**src/rtl/sm_imem_loader_pkg.sv**
```systemverilog
// Shared types for the schoolRISCV instruction-memory boot loader: FSM states,
// frame field widths and the RAM write payload.
package sm_imem_loader_pkg;

   localparam int unsigned BYTE_W = 8;
   localparam int unsigned CNT_W  = 16;
   localparam int unsigned WORD_W = 32;

   typedef enum logic [2:0] {
      ST_SYNC   = 3'd0,
      ST_CNT_LO = 3'd1,
      ST_CNT_HI = 3'd2,
      ST_DATA   = 3'd3,
      ST_CSUM   = 3'd4,
      ST_RUN    = 3'd5,
      ST_ERR    = 3'd6
   } state_e;

   typedef struct packed {
      logic [WORD_W-1:0] a;
      logic [WORD_W-1:0] wd;
   } imem_wr_t;

   // States between the sync byte and the checksum byte
   function automatic logic in_frame(input state_e s);
      return (s == ST_CNT_LO) || (s == ST_CNT_HI) || (s == ST_DATA) || (s == ST_CSUM);
   endfunction

endpackage

```
**src/rtl/sm_imem_loader_timeout.sv**
```systemverilog
// Idle watchdog for the frame parser: expire_o goes high for the cycle in which
// the TIMEOUT-th consecutive idle cycle is being sampled.
module sm_imem_loader_timeout #(
   parameter int unsigned TIMEOUT = 100000
) (
   input  logic clk,
   input  logic rst,
   input  logic clr_i,
   input  logic en_i,
   output logic expire_o
);

   localparam int unsigned CW = (TIMEOUT > 2) ? $clog2(TIMEOUT) : 1;

   logic [CW-1:0] cnt_q;
   logic          expire_q;

   // Expire is registered one count early so it lines up with the final idle edge
   always_ff @(posedge clk) begin
      if (rst || clr_i || !en_i) begin
         cnt_q    <= '0;
         expire_q <= 1'b0;
      end else begin
         if (cnt_q != CW'(TIMEOUT - 1)) begin
            cnt_q <= cnt_q + CW'(1);
         end
         expire_q <= (cnt_q == CW'(TIMEOUT - 2));
      end
   end

   assign expire_o = expire_q;

endmodule

```
**src/rtl/sm_imem_loader.sv**
```systemverilog
// Boot loader: parses a framed byte stream into little-endian words, writes them to
// instruction RAM and releases the CPU reset once the frame checksum matches.
module sm_imem_loader
   import sm_imem_loader_pkg::*;
#(
   parameter int unsigned SIZE      = 64,
   parameter logic [7:0]  SYNC_BYTE = 8'hA5,
   parameter int unsigned TIMEOUT   = 100000
) (
   input  logic        clk,
   input  logic        rst,
   input  logic        rx_valid,
   input  logic [7:0]  rx_data,
   input  logic        boot_req,
   output logic        imem_we,
   output logic [31:0] imem_a,
   output logic [31:0] imem_wd,
   output logic        cpu_rst,
   output logic        busy,
   output logic        done,
   output logic        err
);

   state_e            state_q, state_d;
   logic [CNT_W-1:0]  cnt_q;
   logic [CNT_W-1:0]  idx_q;
   logic [1:0]        lane_q;
   logic [23:0]       asm_q;
   logic [BYTE_W-1:0] xor_q;
   imem_wr_t          wr_q;
   logic              we_q;
   logic              cpu_rst_q;
   logic              busy_q;
   logic              done_q;
   logic              err_q;
   logic              expire;
   logic [CNT_W-1:0]  cnt_full;
   logic              last_word;

   assign cnt_full  = {rx_data, cnt_q[7:0]};
   assign last_word = (lane_q == 2'd3) && (idx_q == cnt_q - CNT_W'(1));

   sm_imem_loader_timeout #(
      .TIMEOUT (TIMEOUT)
   ) u_timeout (
      .clk      (clk),
      .rst      (rst),
      .clr_i    (rx_valid),
      .en_i     (in_frame(state_q)),
      .expire_o (expire)
   );

   // Next-state logic; boot_req has priority over a byte in RUN/ERR
   always_comb begin
      state_d = state_q;
      unique case (state_q)
         ST_SYNC: begin
            if (rx_valid && (rx_data == SYNC_BYTE)) state_d = ST_CNT_LO;
         end
         ST_CNT_LO: begin
            if (rx_valid) state_d = ST_CNT_HI;
         end
         ST_CNT_HI: begin
            if (rx_valid) begin
               if (32'(cnt_full) > SIZE)        state_d = ST_ERR;
               else if (cnt_full == '0)         state_d = ST_CSUM;
               else                             state_d = ST_DATA;
            end
         end
         ST_DATA: begin
            if (rx_valid && last_word) state_d = ST_CSUM;
         end
         ST_CSUM: begin
            if (rx_valid) state_d = (rx_data == xor_q) ? ST_RUN : ST_ERR;
         end
         ST_RUN: begin
            if (boot_req) state_d = ST_SYNC;
         end
         ST_ERR: begin
            if (boot_req)                                   state_d = ST_SYNC;
            else if (rx_valid && (rx_data == SYNC_BYTE))    state_d = ST_CNT_LO;
         end
         default: state_d = ST_SYNC;
      endcase
      if (in_frame(state_q) && !rx_valid && expire) state_d = ST_ERR;
   end

   // State, datapath and registered status outputs
   always_ff @(posedge clk) begin
      if (rst) begin
         state_q   <= ST_SYNC;
         cnt_q     <= '0;
         idx_q     <= '0;
         lane_q    <= '0;
         asm_q     <= '0;
         xor_q     <= '0;
         wr_q      <= '0;
         we_q      <= 1'b0;
         cpu_rst_q <= 1'b1;
         busy_q    <= 1'b0;
         done_q    <= 1'b0;
         err_q     <= 1'b0;
      end else begin
         state_q   <= state_d;
         we_q      <= 1'b0;
         cpu_rst_q <= (state_d != ST_RUN);
         done_q    <= (state_d == ST_RUN);
         busy_q    <= in_frame(state_d);

         if (state_d == ST_ERR) begin
            err_q <= 1'b1;
         end else if ((state_d == ST_CNT_LO) && !in_frame(state_q)) begin
            err_q <= 1'b0;
         end

         if (rx_valid) begin
            unique case (state_q)
               ST_CNT_LO: cnt_q[7:0] <= rx_data;
               ST_CNT_HI: begin
                  cnt_q[15:8] <= rx_data;
                  idx_q       <= '0;
                  lane_q      <= '0;
                  xor_q       <= '0;
               end
               ST_DATA: begin
                  xor_q  <= xor_q ^ rx_data;
                  lane_q <= lane_q + 2'd1;
                  unique case (lane_q)
                     2'd0: asm_q[7:0]   <= rx_data;
                     2'd1: asm_q[15:8]  <= rx_data;
                     2'd2: asm_q[23:16] <= rx_data;
                     default: begin
                        wr_q.a  <= 32'(idx_q);
                        wr_q.wd <= {rx_data, asm_q};
                        we_q    <= 1'b1;
                        idx_q   <= idx_q + CNT_W'(1);
                     end
                  endcase
               end
               default: ;
            endcase
         end
      end
   end

   assign imem_we = we_q;
   assign imem_a  = wr_q.a;
   assign imem_wd = wr_q.wd;
   assign cpu_rst = cpu_rst_q;
   assign busy    = busy_q;
   assign done    = done_q;
   assign err     = err_q;

endmodule
```
**config.mk**
```make
export PLATFORM = sky130hd
export DESIGN_NAME = sm_imem_loader
export DESIGN_NICKNAME = d
export VERILOG_FILES = /design/src/rtl/sm_imem_loader_pkg.sv /design/src/rtl/sm_imem_loader_timeout.sv /design/src/rtl/sm_imem_loader.sv
export SDC_FILE = /design/constraint.sdc
export NUM_CORES = 1
export LEC_CHECK = 0
export BUFFER_PORTS_ARGS = -buffer_cell sky130_fd_sc_hd__buf_4
export CAP_MARGIN = 15
export CORE_ASPECT_RATIO = 0.7
export CORE_UTILIZATION = 53
export DETAILED_ROUTE_END_ITERATION = 12
export PLACE_DENSITY = 0.74
export SLEW_MARGIN = 20
export SYNTH_ARGS = -nofsm -noshare
export SYNTH_HDL_FRONTEND = slang
export SYNTH_SLANG_ARGS = --single-unit
```
**constraint.sdc**
```tcl
create_clock -name clk -period 5.2 [get_ports clk]
set_clock_uncertainty 0.2 [all_clocks]
set_input_delay 1.3 -clock clk [delete_from_list [all_inputs] [get_ports clk]]
set_output_delay 1.3 -clock clk [all_outputs]
set_load 0.1 [all_outputs]
```
Word level (Yosys, flattened, before mapping). Index checks and enable logic that the tools add are counted.

Latch bits: 0. Output and inout bits: 69. Logic and storage cells: 99. Memories: 0. ROM bits: 0. Bits in writable memories: 0. Register bits after elaboration: 140.

Div/mod/pow operators: 0. Equal/unequal tests: 22. Bitwise operators: 4. Order comparisons: 1. Add/subtract/negate cells: 4. Reductions and logical operators: 31. Multiplexer cells: 19. Multiply operators: 0. Shifts and indexed selects: 0.

Operators by type and width (number): $pmux W16 S2 (1); $mux W3 (10); $pmux W3 S7 (1); $eq A3 B3 Y1 const B (6); $add A17 B1 Y17 const B (1); $eq A17 B17 Y1 const B (1); $ne A17 B17 Y1 const B (1); $add A16 B1 Y16 const B (1); $eq A16 B16 Y1 (1); $gt A16 B7 Y1 const B (1); $logic_not A16 Y1 (1); $mux W16 (1); $pmux W8 S2 (1); $sub A16 B1 Y16 const B (1); $reduce_and A3 Y1 (5); $eq A3 B2 Y1 const B (4); $eq A8 B8 Y1 (1); $eq A8 B8 Y1 const B (1); $logic_or A1 B1 Y1 (8); $xor A8 B8 Y8 (1); $eq A3 B1 Y1 const B (2); $logic_and A1 B1 Y1 (6); $reduce_and A2 Y1 (3); $reduce_or A3 Y1 (2); 13 further kinds (20).

Longest topological paths before layout.
Depth after elaboration: 11. Gate-level depth with buffers: 11. Depth with buffers taken out: 11.

Modules after synthesis. From an unflattened synthesis, not the netlist that was laid out.

Cell total of the unflattened synthesis: 826. Area, all modules: 6535.0 µm².

By module, submodules not included: sm_imem_loader (area an instance 5652.9 µm², cells each 729, times used 1, sequential area each 2442.3 µm²); sm_imem_loader_timeout (area an instance 882.1 µm², cells each 97, times used 1, sequential area each 360.3 µm²).

Worst setup path before layout. OpenSTA, ideal clock, no wires.

Kind: input to register. Start point: input port rx_data[1]. End point: register busy_q (netlist: busy). Required time: 4.881 ns. Cell stages on the path: 9. Arrival: 3.129 ns. Path buffers: 1. Library setup time: 0.119 ns. Path slack: 1.753 ns. Path through: clkbuf_1 or4_1 nor3_1 o21ai_0 nand4_1 nand3_1 a21oi_1 nand3_1 mux2i_1.

Cells in the longest elaborated chain, start to end: 10. Elaborated cells on any way between the ends: 21.

RTL lines: start: declaration (RTL line sm_imem_loader.sv:13) `input logic [7:0] rx_data,`; parallel branches: the longest is 4 deep, another holds $gt A16 B7 Y1; $pmux W3 S7 (*) (RTL line sm_imem_loader.sv:56) `unique case (state_q)`; $mux W3 (*) (RTL line sm_imem_loader.sv:85) `if (in_frame(state_q) && !rx_valid && expire) state_d = ST_ERR;`; $eq A3 B1 Y1 or $eq A3 B2 Y1 (tied branches) (RTL line sm_imem_loader_pkg.sv:26) `return (s == ST_CNT_LO) || (s == ST_CNT_HI) || (s == ST_DATA) || (s == ST_CSUM);`; $logic_or A1 B1 Y1 (2 in series) (RTL line sm_imem_loader_pkg.sv:26); $logic_or A1 B1 Y1 (*) (RTL line sm_imem_loader_pkg.sv:26); end signal: assignment (RTL line sm_imem_loader.sv:108) `busy_q <= in_frame(state_d);`; end: declaration (RTL line sm_imem_loader.sv:33) `logic busy_q;`.

Every way passes the cells marked *. A chain may end at the register's enable or synchronous reset.

Worst setup path in the final report.
Start point: input port rx_valid. End point: register idx_q[10].

Cells in the longest elaborated chain, start to end: 1.

RTL lines: start: declaration (RTL line sm_imem_loader.sv:12) `input logic rx_valid,`; $reduce_and A3 Y1 (no line); end signal: assignment (RTL line sm_imem_loader.sv:136) `idx_q <= idx_q + CNT_W'(1);`; end: declaration (RTL line sm_imem_loader.sv:26) `logic [CNT_W-1:0] idx_q;`.

Every way passes these cells.

==> out/metrics.cfg <==
[status]
status=finished, final reports clean

[final_layout]
design_area_mm2=0.00735
final_nets=850
area_growth_pct=16.4
finalNonFillerCells=995
drive_gt1_share_pct=13.1
fillers=1001
antenna_cells=0

[grt]
grt_pass1_vias=5202
grt_start_max_net_pins=61
grt_pass1_wl_mm=25.5
grt_use_total_pct=26.2
grt_overflow=0
antenna_found_initial=0

[pwr]
ir_drop_mv=0.238
fin_total_pwr_uw=2410
pwr_density_cell_mw_per_mm2=328
internal_power_uw=1850
combPwrFrac_pct=4.0
p_leak_uw=0.00268
p_switching_uw=556
power.share.clock_pct=51.5
p_sw_share_pct=23.1
seqPwrFrac_pct=44.5

[setup_path]
ff2ff_path_depth=11
critPathCaptureType=flop
crit_required_ns=5.26
rrSetupSlack_ns=1.90
r2r_end=cpu_rst$_SDFF_PP1_
timing.rr.start=cnt_q[0]$_SDFFE_PP0P_
crit_arrival_ns=3.49
path_class=primary input to flop
start_kind=primary input
critPathMaxFanout=10

[yosys]
synth.distinct_cells=57
yosys_warnings=0
synth-seq-area-share_pct=44.4
yosys_most_used_dff=dfxtp_1
synth.cell_area_mm2=0.00632
synth-seq-cells=140
postSynthCellCount=798
synth-edff-count=0
synth_area_leader_cell=dfxtp_1
synth_area_leaders=dfxtp_1, nand2_1, a21oi_1
avgSynthCellArea_um2=7.92
synthArstFlopShare_pct=0
synth_top_area_share_pct=44.4

[job]
drv_cap=0

[clock_tree]
path_clk_slew_ns=0.06
postCtsHoldBufs=0
ctsRootBufferMaster=clkbuf_16
cts_buffers=17
post_cts_buffers=0
cts_resized=0
cts_tree=done
htree_levels=4
clock_latency_ns=0.41
cts_max_path_buffers=2
clkSinkCount=140

[routing]
ant_nets=0
wl_per_cell_um=15.4
viasPerCell=5.59
drt_iter0_drc=520
vias=5563
dr.pass1.iters=6
drc=0
drt_wl_total_mm=15.4

[timing]
finalSetupTns_ns=0
slew_violations=0
fin_hold_ws_ns=0.252
fin_crit_sh_pct=65.9
tightestPinTransition_ns=0.857
relSlewSlack_pct=42.9
finalHoldViolCount=0
fmax_mhz=292
rsz0062_at_grt=false
setup_viol=0
layout_min_cycle_time_ns=3.43

[placement]
portBuffers=64
place_congestion=0.949
numPlacedInstances=963
placed_area_mm2=0.00675
dp_hpwl_mm=10.5

[worst_hold_path]
holdPathEnd=imem_wd[9]$_SDFFE_PP0P_
hold_path_class=flop to flop
hold_depth=2
min-delay-start=asm_q[9]$_SDFFE_PP0P_

[die]
core_mm2=0.0113
num_rows=32
die_area_mm2=0.0124
io_pins=81
start_util_pct=56.0
die_w_um=132
die_h_um=93.3

## critical path: stages
cell and delay [ns]:
buf_4 0.14, nor2b_1 0.30, nand2_1 0.19, nor2_1 0.27, buf_4 0.22, nor2_1 0.09
nor4bb_1 0.57, nand4_1 0.18, xor2_1 0.16, nor2_1 0.05
## flip-flops by register name (all words and copies together) (netlist names)
signal and count:
state_q 3, imem_wd 32, lane_q 2, idx_q 16
xor_q 8, err 1, u_timeout.expire_o 1, imem_we 1
asm_q 24, imem_a 16, cnt_q 16, cpu_rst 1
u_timeout.cnt_q 17, done 1, busy 1
## cell type report
| cell class | instances | area, um^2 | area share (%) |
|---|---|---|---|
| clock buffer | 19 | 443 | 6.02 |
| clock inverter | 13 | 164 | 2.23 |
| inverter | 9 | 33.8 | 0.459 |
| sequential | 140 | 2800 | 38.1 |
| tap | 153 | 191 | 2.60 |
| multi-input combinational | 592 | 3200 | 43.5 |
| timing repair buffer | 69 | 518 | 7.04 |
## worst max path at each step
stage | startpoint | to
after floorplan | rx_data[1] | busy$_SDFF_PP0_
after global routing | rx_valid | idx_q[10]$_SDFFE_PP0P_
final | rx_valid | idx_q[10]$_SDFFE_PP0P_
after global placement | rx_valid | idx_q[10]$_SDFFE_PP0P_
after CTS | rx_valid | idx_q[10]$_SDFFE_PP0P_
after detailed placement | rx_valid | idx_q[10]$_SDFFE_PP0P_
## per-stage QoR
stage          setup WS [ns]  utilization (%)
2_1_floorplan           1.75                -
3_3_place_gp            1.58             59.7
3_5_place_dp            1.46             59.8
4_1_cts                 1.88             65.1
5_1_grt                 1.58             65.1
6_report                1.77             65.1
## power by group through the flow
stage                     logic (uW)  registers (uW)  clock network (uW)
after global placement          92.0            1100                   0
final                           95.3            1070                1240
after global routing            98.9            1070                1310
after CTS                       93.9            1070                1260
after detailed placement        93.7            1100                   0
after floorplan                 87.7            1100                   0
## synthesized netlist by cell type, types with 3 or more instances
cell	count
ha_1	9
nand3_1	45
a211oi_1	7
nor4_1	3
nand2_1	187
and2_1	6
mux2i_1	3
nand2b_1	6
o21ai_0	11
dfxtp_1	140
nor2_1	54
a21oi_1	105
clkbuf_1	51
nand3b_1	7
buf_4	16
and3_1	4
or4_1	3
or3_1	6
inv_1	7
nand4_1	10
nor3_1	7
nand4b_1	3
buf_2	3
nor2b_1	4
xnor2_1	20
xor2_1	35
and4_1	6
## placed cells by master, fill, tap and decap left out, types with 9 or more instances in the layout
master / count
nand2_1: 187
dfxtp_1: 140
a21oi_1: 105
buf_4: 69
nor2_1: 54
nand3_1: 45
xor2_1: 35
xnor2_1: 20
clkbuf_16: 17
conb_1: 16
o21ai_0: 11
nand4_1: 10
ha_1: 9
## logic make-up after synthesis
family | share of synthesized area [%]
AND/OR/NAND/NOR | 26.7
AO/OA/AOI/OAI | 13.1
flip-flops | 44.4
buffers and inverters | 5.94
XOR/XNOR | 7.63
adder cells (fa/ha/maj) | 1.78
multiplexers | 0.475
other | 0.0594
## layer usage
layer / wire length [um] / track usage, %
met5: 0 / 0
met2: 6970 / 41.8
met1: 7140 / 35.0
met3: 1070 / 6.23
met4: 192 / 8.24
Power figures use the tool's default switching activity.
